==> src/rtl/serial_sub_pkg.sv <==
// serial_sub_pkg: state encoding and default operand width shared by serial_subtractor
package serial_sub_pkg;
  localparam int DEF_WIDTH = 8;
  localparam logic [1:0] ST_IDLE = 2'd0;
  localparam logic [1:0] ST_RUN = 2'd1;
  localparam logic [1:0] ST_DONE = 2'd2;
  typedef enum logic [1:0] {
    S_IDLE = ST_IDLE,
    S_RUN  = ST_RUN,
    S_DONE = ST_DONE
  } state_t;
endpackage

==> src/rtl/full_subtractor_cell.sv <==
// full_subtractor_cell: combinational 1-bit full subtractor, d = a - b - bin with borrow-out bo
module full_subtractor_cell (
  input  logic i_a,
  input  logic i_b,
  input  logic i_bin,
  output logic o_d,
  output logic o_bo
);
  assign o_d  = i_a ^ i_b ^ i_bin;
  assign o_bo = (~i_a & i_b) | (~(i_a ^ i_b) & i_bin);
endmodule

==> src/rtl/serial_subtractor.sv <==
// serial_subtractor: bit-serial a - b - bin, LSB first, one bit per clock; define SERIAL_SUBTRACTOR_OVF_EN for the signed-overflow output ovf
module serial_subtractor
  import serial_sub_pkg::*;
#(
  parameter int WIDTH = DEF_WIDTH
) (
  input  logic             clk,
  input  logic             rst,
  input  logic             start,
  input  logic [WIDTH-1:0] a,
  input  logic [WIDTH-1:0] b,
  input  logic             bin,
  output logic             busy,
  output logic             done,
  output logic [WIDTH-1:0] diff,
  output logic             bout
`ifdef SERIAL_SUBTRACTOR_OVF_EN
  ,
  output logic             ovf
`endif
);
  localparam int CNT_W = $clog2(WIDTH) + 1;
  localparam logic [CNT_W-1:0] LAST = CNT_W'(WIDTH - 1);
  state_t r_state, w_next;
  logic [WIDTH-1:0] r_a, r_b, r_res, w_res;
  logic [CNT_W-1:0] r_cnt;
  logic r_br, w_d, w_bo, w_accept, w_last;
`ifdef SERIAL_SUBTRACTOR_OVF_EN
  logic r_amsb, r_bmsb;
`endif
  full_subtractor_cell u_cell (
    .i_a  (r_a[0]),
    .i_b  (r_b[0]),
    .i_bin(r_br),
    .o_d  (w_d),
    .o_bo (w_bo)
  );
  assign w_accept = start && (r_state != S_RUN);
  assign w_last   = (r_state == S_RUN) && (r_cnt == LAST);
  // new difference bit enters at the MSB so the LSB-first stream lands in place after WIDTH shifts
  assign w_res    = (r_res >> 1) | (WIDTH'(w_d) << (WIDTH - 1));
  // next state: accept from IDLE/DONE, leave RUN on the last bit
  always_comb begin
    w_next = w_accept ? S_RUN : w_last ? S_DONE : (r_state == S_RUN) ? S_RUN : S_IDLE;
    busy   = r_state == S_RUN;
    done   = r_state == S_DONE;
  end
  // state register
  always_ff @(posedge clk or posedge rst) begin
    if (rst) r_state <= S_IDLE;
    else r_state <= w_next;
  end
  // operand load, one bit per RUN cycle, results registered on the final bit
  always_ff @(posedge clk or posedge rst) begin
    if (rst) begin
      r_a   <= '0;
      r_b   <= '0;
      r_res <= '0;
      r_br  <= 1'b0;
      r_cnt <= '0;
      diff  <= '0;
      bout  <= 1'b0;
`ifdef SERIAL_SUBTRACTOR_OVF_EN
      r_amsb <= 1'b0;
      r_bmsb <= 1'b0;
      ovf    <= 1'b0;
`endif
    end else if (w_accept) begin
      r_a   <= a;
      r_b   <= b;
      r_br  <= bin;
      r_cnt <= '0;
`ifdef SERIAL_SUBTRACTOR_OVF_EN
      r_amsb <= a[WIDTH-1];
      r_bmsb <= b[WIDTH-1];
`endif
    end else if (r_state == S_RUN) begin
      r_a   <= r_a >> 1;
      r_b   <= r_b >> 1;
      r_br  <= w_bo;
      r_cnt <= r_cnt + CNT_W'(1);
      r_res <= w_res;
      if (w_last) begin
        diff <= w_res;
        bout <= w_bo;
`ifdef SERIAL_SUBTRACTOR_OVF_EN
        ovf  <= (r_amsb ^ r_bmsb) & (w_d ^ r_amsb);
`endif
      end
    end
  end
endmodule

==> config.mk <==
export PLATFORM = sky130hd
export DESIGN_NAME = serial_subtractor
export DESIGN_NICKNAME = d
export VERILOG_FILES = /design/src/rtl/serial_sub_pkg.sv /design/src/rtl/full_subtractor_cell.sv /design/src/rtl/serial_subtractor.sv
export SDC_FILE = /design/constraint.sdc
export NUM_CORES = 1
export LEC_CHECK = 0
export CAP_MARGIN = 20
export CORE_MARGIN = 2
export CORE_UTILIZATION = 45
export CTS_BUF_LIST = sky130_fd_sc_hd__clkbuf_16
export CTS_CLUSTER_DIAMETER = 120
export DETAILED_ROUTE_END_ITERATION = 7
export GPL_ROUTABILITY_DRIVEN = 0
export PLACE_DENSITY_LB_ADDON = 0.3
export SYNTH_ARGS = -nofsm -noshare
export SYNTH_HDL_FRONTEND = slang
export SYNTH_HIERARCHICAL = 1
export SYNTH_SLANG_ARGS = --single-unit
==> constraint.sdc <==
create_clock -name clk -period 3.9 [get_ports clk]
set_input_delay 0.78 -clock clk [delete_from_list [all_inputs] [get_ports clk]]
set_output_delay 0.78 -clock clk [all_outputs]
set_load 0.05 [all_outputs]
---- Word-level counts from Yosys, hierarchy flattened ----
Index checks and enable logic that the tools add are counted.
word-level totals
  output and inout bits ................... 11
  bits in registers ....................... 40
  word-level logic and storage cells ...... 38
  input bits .............................. 20
operators by class
  reductions and logical operators ........ 5
  add/sub/neg operators ................... 1
  bitwise gates (word level) .............. 9
  mux-type cells .......................... 11
  eq/ne operators ......................... 4
operators with widths
  cell                 count
  $mux 8               4
  $mux 4               2
  $or 7x8->8           1
  $add 4x1->4 const B  1
  $eq 4x3->1 const B   1
  $mux 2               2
  $mux 1               3
  $not 1->1            3
  $reduce_and 3->1     1
  $and 1x1->1          2
  $eq 2x1->1 const B   1
  $eq 2x2->1 const B   1
  $logic_and 1x1->1    2
  $ne 2x1->1 const B   1
  $reduce_and 2->1     1
  $reduce_bool 2->1    1
  $xor 1x1->1          2
  $or 1x1->1           1

---- Depth between registers and ports, before layout ----
  word-level depth ........................ 6
  gate-level depth with buffers ........... 5

---- Cells and area by module ----
Netlist, hierarchy kept.
by module, submodules not included
  module                area each (µm²)  times used  seq. area each (µm²)  cells an instance
  serial_subtractor     1,680.4          1           975.9                 130
  full_subtractor_cell  31.3             1           0.0                   4

---- Least setup slack after synthesis ----
OpenSTA, ideal clock, no wires.
  path kind ............................... reg-to-output
  start point ............................. reg r_state[1]
  end point ............................... out done
  arrival time ............................ 1.094 ns
  buffers on the path ..................... 0
  required time ........................... 3.120 ns
  stages on the path, launching flop included .. 2
  path slack .............................. 2.026 ns
  path through ............................ dfrtp_1 > nor2b_1
between the ends
  word-level cells in the longest chain between the ends .. 1
ends and longest elaborated chain
  item                    line                     text
  from (decl)             serial_subtractor.sv:24  state_t r_state, w_next;
  from (signal assigned)  serial_subtractor.sv:51  else r_state <= w_next;
  $eq 2x2->1              serial_subtractor.sv:46  done = r_state == S_DONE;
  to (decl)               serial_subtractor.sv:14  output logic done,
Every way passes these cells.

---- Final worst setup path ----
  start point ............................. reg r_state[1]
  end point ............................... out busy
between the ends
  word-level cells in the longest chain between the ends .. 1
ends and longest elaborated chain
  item        line                     text
  $eq 2x1->1  serial_subtractor.sv:45  busy = r_state == S_RUN;
  to (decl)   serial_subtractor.sv:13  output logic busy,
Every way passes these cells.

==> flow_metrics.tcl <==
set metrics [dict create \
    cts_tree "built" \
    first_global_vias 1100 \
    hold_class "reg2reg" \
    io_pins 31 \
    post-dp-hpwl_um 1933 \
    cts_buffers 5 \
    status "complete, no violations" \
    finish.net_count 187 \
    wl_um 2881 \
    crit_fanout 2 \
    num_antenna_cells 0 \
    post-route-drc-count 0 \
    synth-edff-count 0 \
    crit_required_ns 3.12 \
    clk_pin_slew_ns 0.06 \
    setup_viol 0 \
    core_area_mm2 0.003661 \
    dr.pass1.iters 2 \
    die_area_mm2 0.004313 \
    cts_resized 0 \
    rsz0062_at_grt "no" \
    crit_slowest_cell "clkdlybuf4s50_1" \
    grt_max_degree 49 \
    power.density_mw_per_mm2 893.0 \
    drtIter0Drc 26 \
    fin_skew_ns 0.004292 \
    synth-async-reset-ratio 1.000 \
    syn_to_final_growth_pct 28.95 \
    finalCritPeriodShare 0.6228 \
    syn_nets 156 \
    die_x_um 65.68 \
    netlist_instances 134 \
    drv_slew 0 \
    ant_nets 0 \
    synthesis.area_mm2 0.001712 \
    hold_slack_ns 0.4862 \
    peakVddDrop_mv 0.5533 \
    crit_type "reg2out" \
    dr_total_vias 1072 \
    hold_buffers 0 \
    max_freq_mhz 411.7 \
    cts_root_buf "clkbuf_16" \
    finalHoldViolCount 0 \
    ys_ff_latch 39 \
    insertion_delay_ns 0.28 \
    dp.cells 206 \
    die_h_um 65.68 \
    critPathCaptureType "output pin" \
    yosys_warnings 6 \
    critPathTopFamily "buffers and inverters" \
    drive_gt1_frac 0.1807 \
    critPathBufInv 1 \
    antenna_found_initial 0 \
    grt_usage 0.1541 \
    viasPerCell 5.009 \
    htreeDepth 2 \
    final_cells 214 \
    clock-sinks 39 \
    synth.yosys.seq_area_share 0.5702 \
    fin_crit_ns 2.429 \
    path_cells "nor2b_4, clkdlybuf4s50_1" \
    post-cts-setup-buffers 0 \
    start_util 0.4675 \
    grt.overflow.total 0 \
    synth.avg_cell_area_um2 12.77 \
    drv_cap 0 \
    max_stage_delay_ns 0.82 \
    setup_tns_ns 0 \
    core.rowCount 22 \
    io_buffers 30 \
    worstMarginPinSlew_ns 1.049 \
    synth_ff_type "dfrtp_1" \
    critPathArrivalTime_ns 1.65 \
    startpoint_type "flop" \
    drt-wirelength-per-cell_um 13.46 \
    clockBufferDepth 2 \
    grt_first_pass_wirelength_um 4961 \
    leakage_nw 1.022 \
    synthDistinctLibCells 21 \
    slew_headroom 0.2986 \
]
## sequential cells by signal, summed over array words and instances (netlist names)
signal   cells
r_res        7
bout         1
r_br         1
r_cnt        4
r_a          8
diff         8
r_state      2
r_b          8
## final timing paths
path | from | to | slack (ns) | depth (start not counted)
setup reg to reg | r_state[1] | diff[7] | 2.00 | 4
hold / removal | r_b[4] | r_b[3] | 0.49 | 2
hold reg to reg | r_b[4] | r_b[3] | 0.49 | 2
setup / recovery | r_state[1] | busy | 1.47 | 2
min in group asynchronous | rst | r_a[7] | 0.92 | 3
max in group asynchronous | rst | r_b[2] | 2.65 | 3
## cell families after synthesis
logic type      synth area share
compound gates           0.05190
fa+ha+maj                0.01901
buf+inv                  0.03727
flops                     0.5702
mux                       0.2412
simple gates             0.08041
## metal layers
layer  track usage  routed length (um)
met1        0.1937                1363
met2        0.2424                1401
met3       0.05822                  93
met4       0.05469                  22
met5             0                   0
## worst reg2reg max path, cell delays in order, from the launching register on
cell and delay (ns):
dfrtp_1 0.40, nor2b_4 0.15, buf_4 0.40, and4b_4 0.47, mux2_2 0.37
## synthesized netlist by cell type (4+ instances only)
cell type	instances	share of area
buf_2	6	0.018
dfrtp_1	39	0.57
inv_1	4	0.0088
mux2_2	10	0.066
mux2_4	8	0.070
mux2i_1	18	0.11
nand2_1	17	0.037
nor2_1	4	0.0088
o21ai_0	16	0.047
## cell type report
class | instances | area (um^2)
fill | 296 | 1454
sequential | 39 | 975.9
multi-input combinational | 83 | 671.9
timing repair buffer | 32 | 315.3
clock buffer | 5 | 125.1
tap | 48 | 60.06
clock inverter | 3 | 43.79
inverter | 4 | 15.01
## per-stage QoR
stage	util	setup WS (ns)	power [mW]	area, um^2
finish	0.6029	1.471	1.971	2207
detailed placement	0.5567	1.290	1.528	2038
CTS	0.6029	1.467	1.998	2207
global route	0.6029	1.422	2.098	2207
global placement	0.5567	1.341	1.495	2038
floorplan	-	2.026	1.312	1712
## placed cells by master, fill, tap and decap left out, drive strengths merged
| master | Yosys | final |
|---|---|---|
| ha | 1 | 1 |
| nand2b | 1 | 1 |
| and4b | 1 | 1 |
| mux2i | 18 | 18 |
| o21ai | 16 | 16 |
| nor2 | 4 | 4 |
| nor3b | 1 | 1 |
| inv | 4 | 4 |
| nand2 | 17 | 17 |
| clkbuf | 1 | 5 |
| a211o | 1 | 1 |
| buf | 7 | 2 |
| dfrtp | 39 | 39 |
| fa | 1 | 1 |
| and3 | 1 | 1 |
| clkinv | 0 | 2 |
| nor2b | 2 | 2 |
| nand3 | 1 | 1 |
| clkdlybuf4s50 | 0 | 30 |
| bufinv | 0 | 1 |
| mux2 | 18 | 18 |
## power breakdown
part / switching [mW] / total (mW) / leakage, nW / internal (mW)
sequential: 0.102 / 0.685 / 0.488 / 0.583
clock: 0.153 / 0.455 / 0.0838 / 0.301
combinational: 0.459 / 0.832 / 0.450 / 0.372
total: 0.715 / 1.97 / 1.02 / 1.26
(Power assumes the default switching activity.)
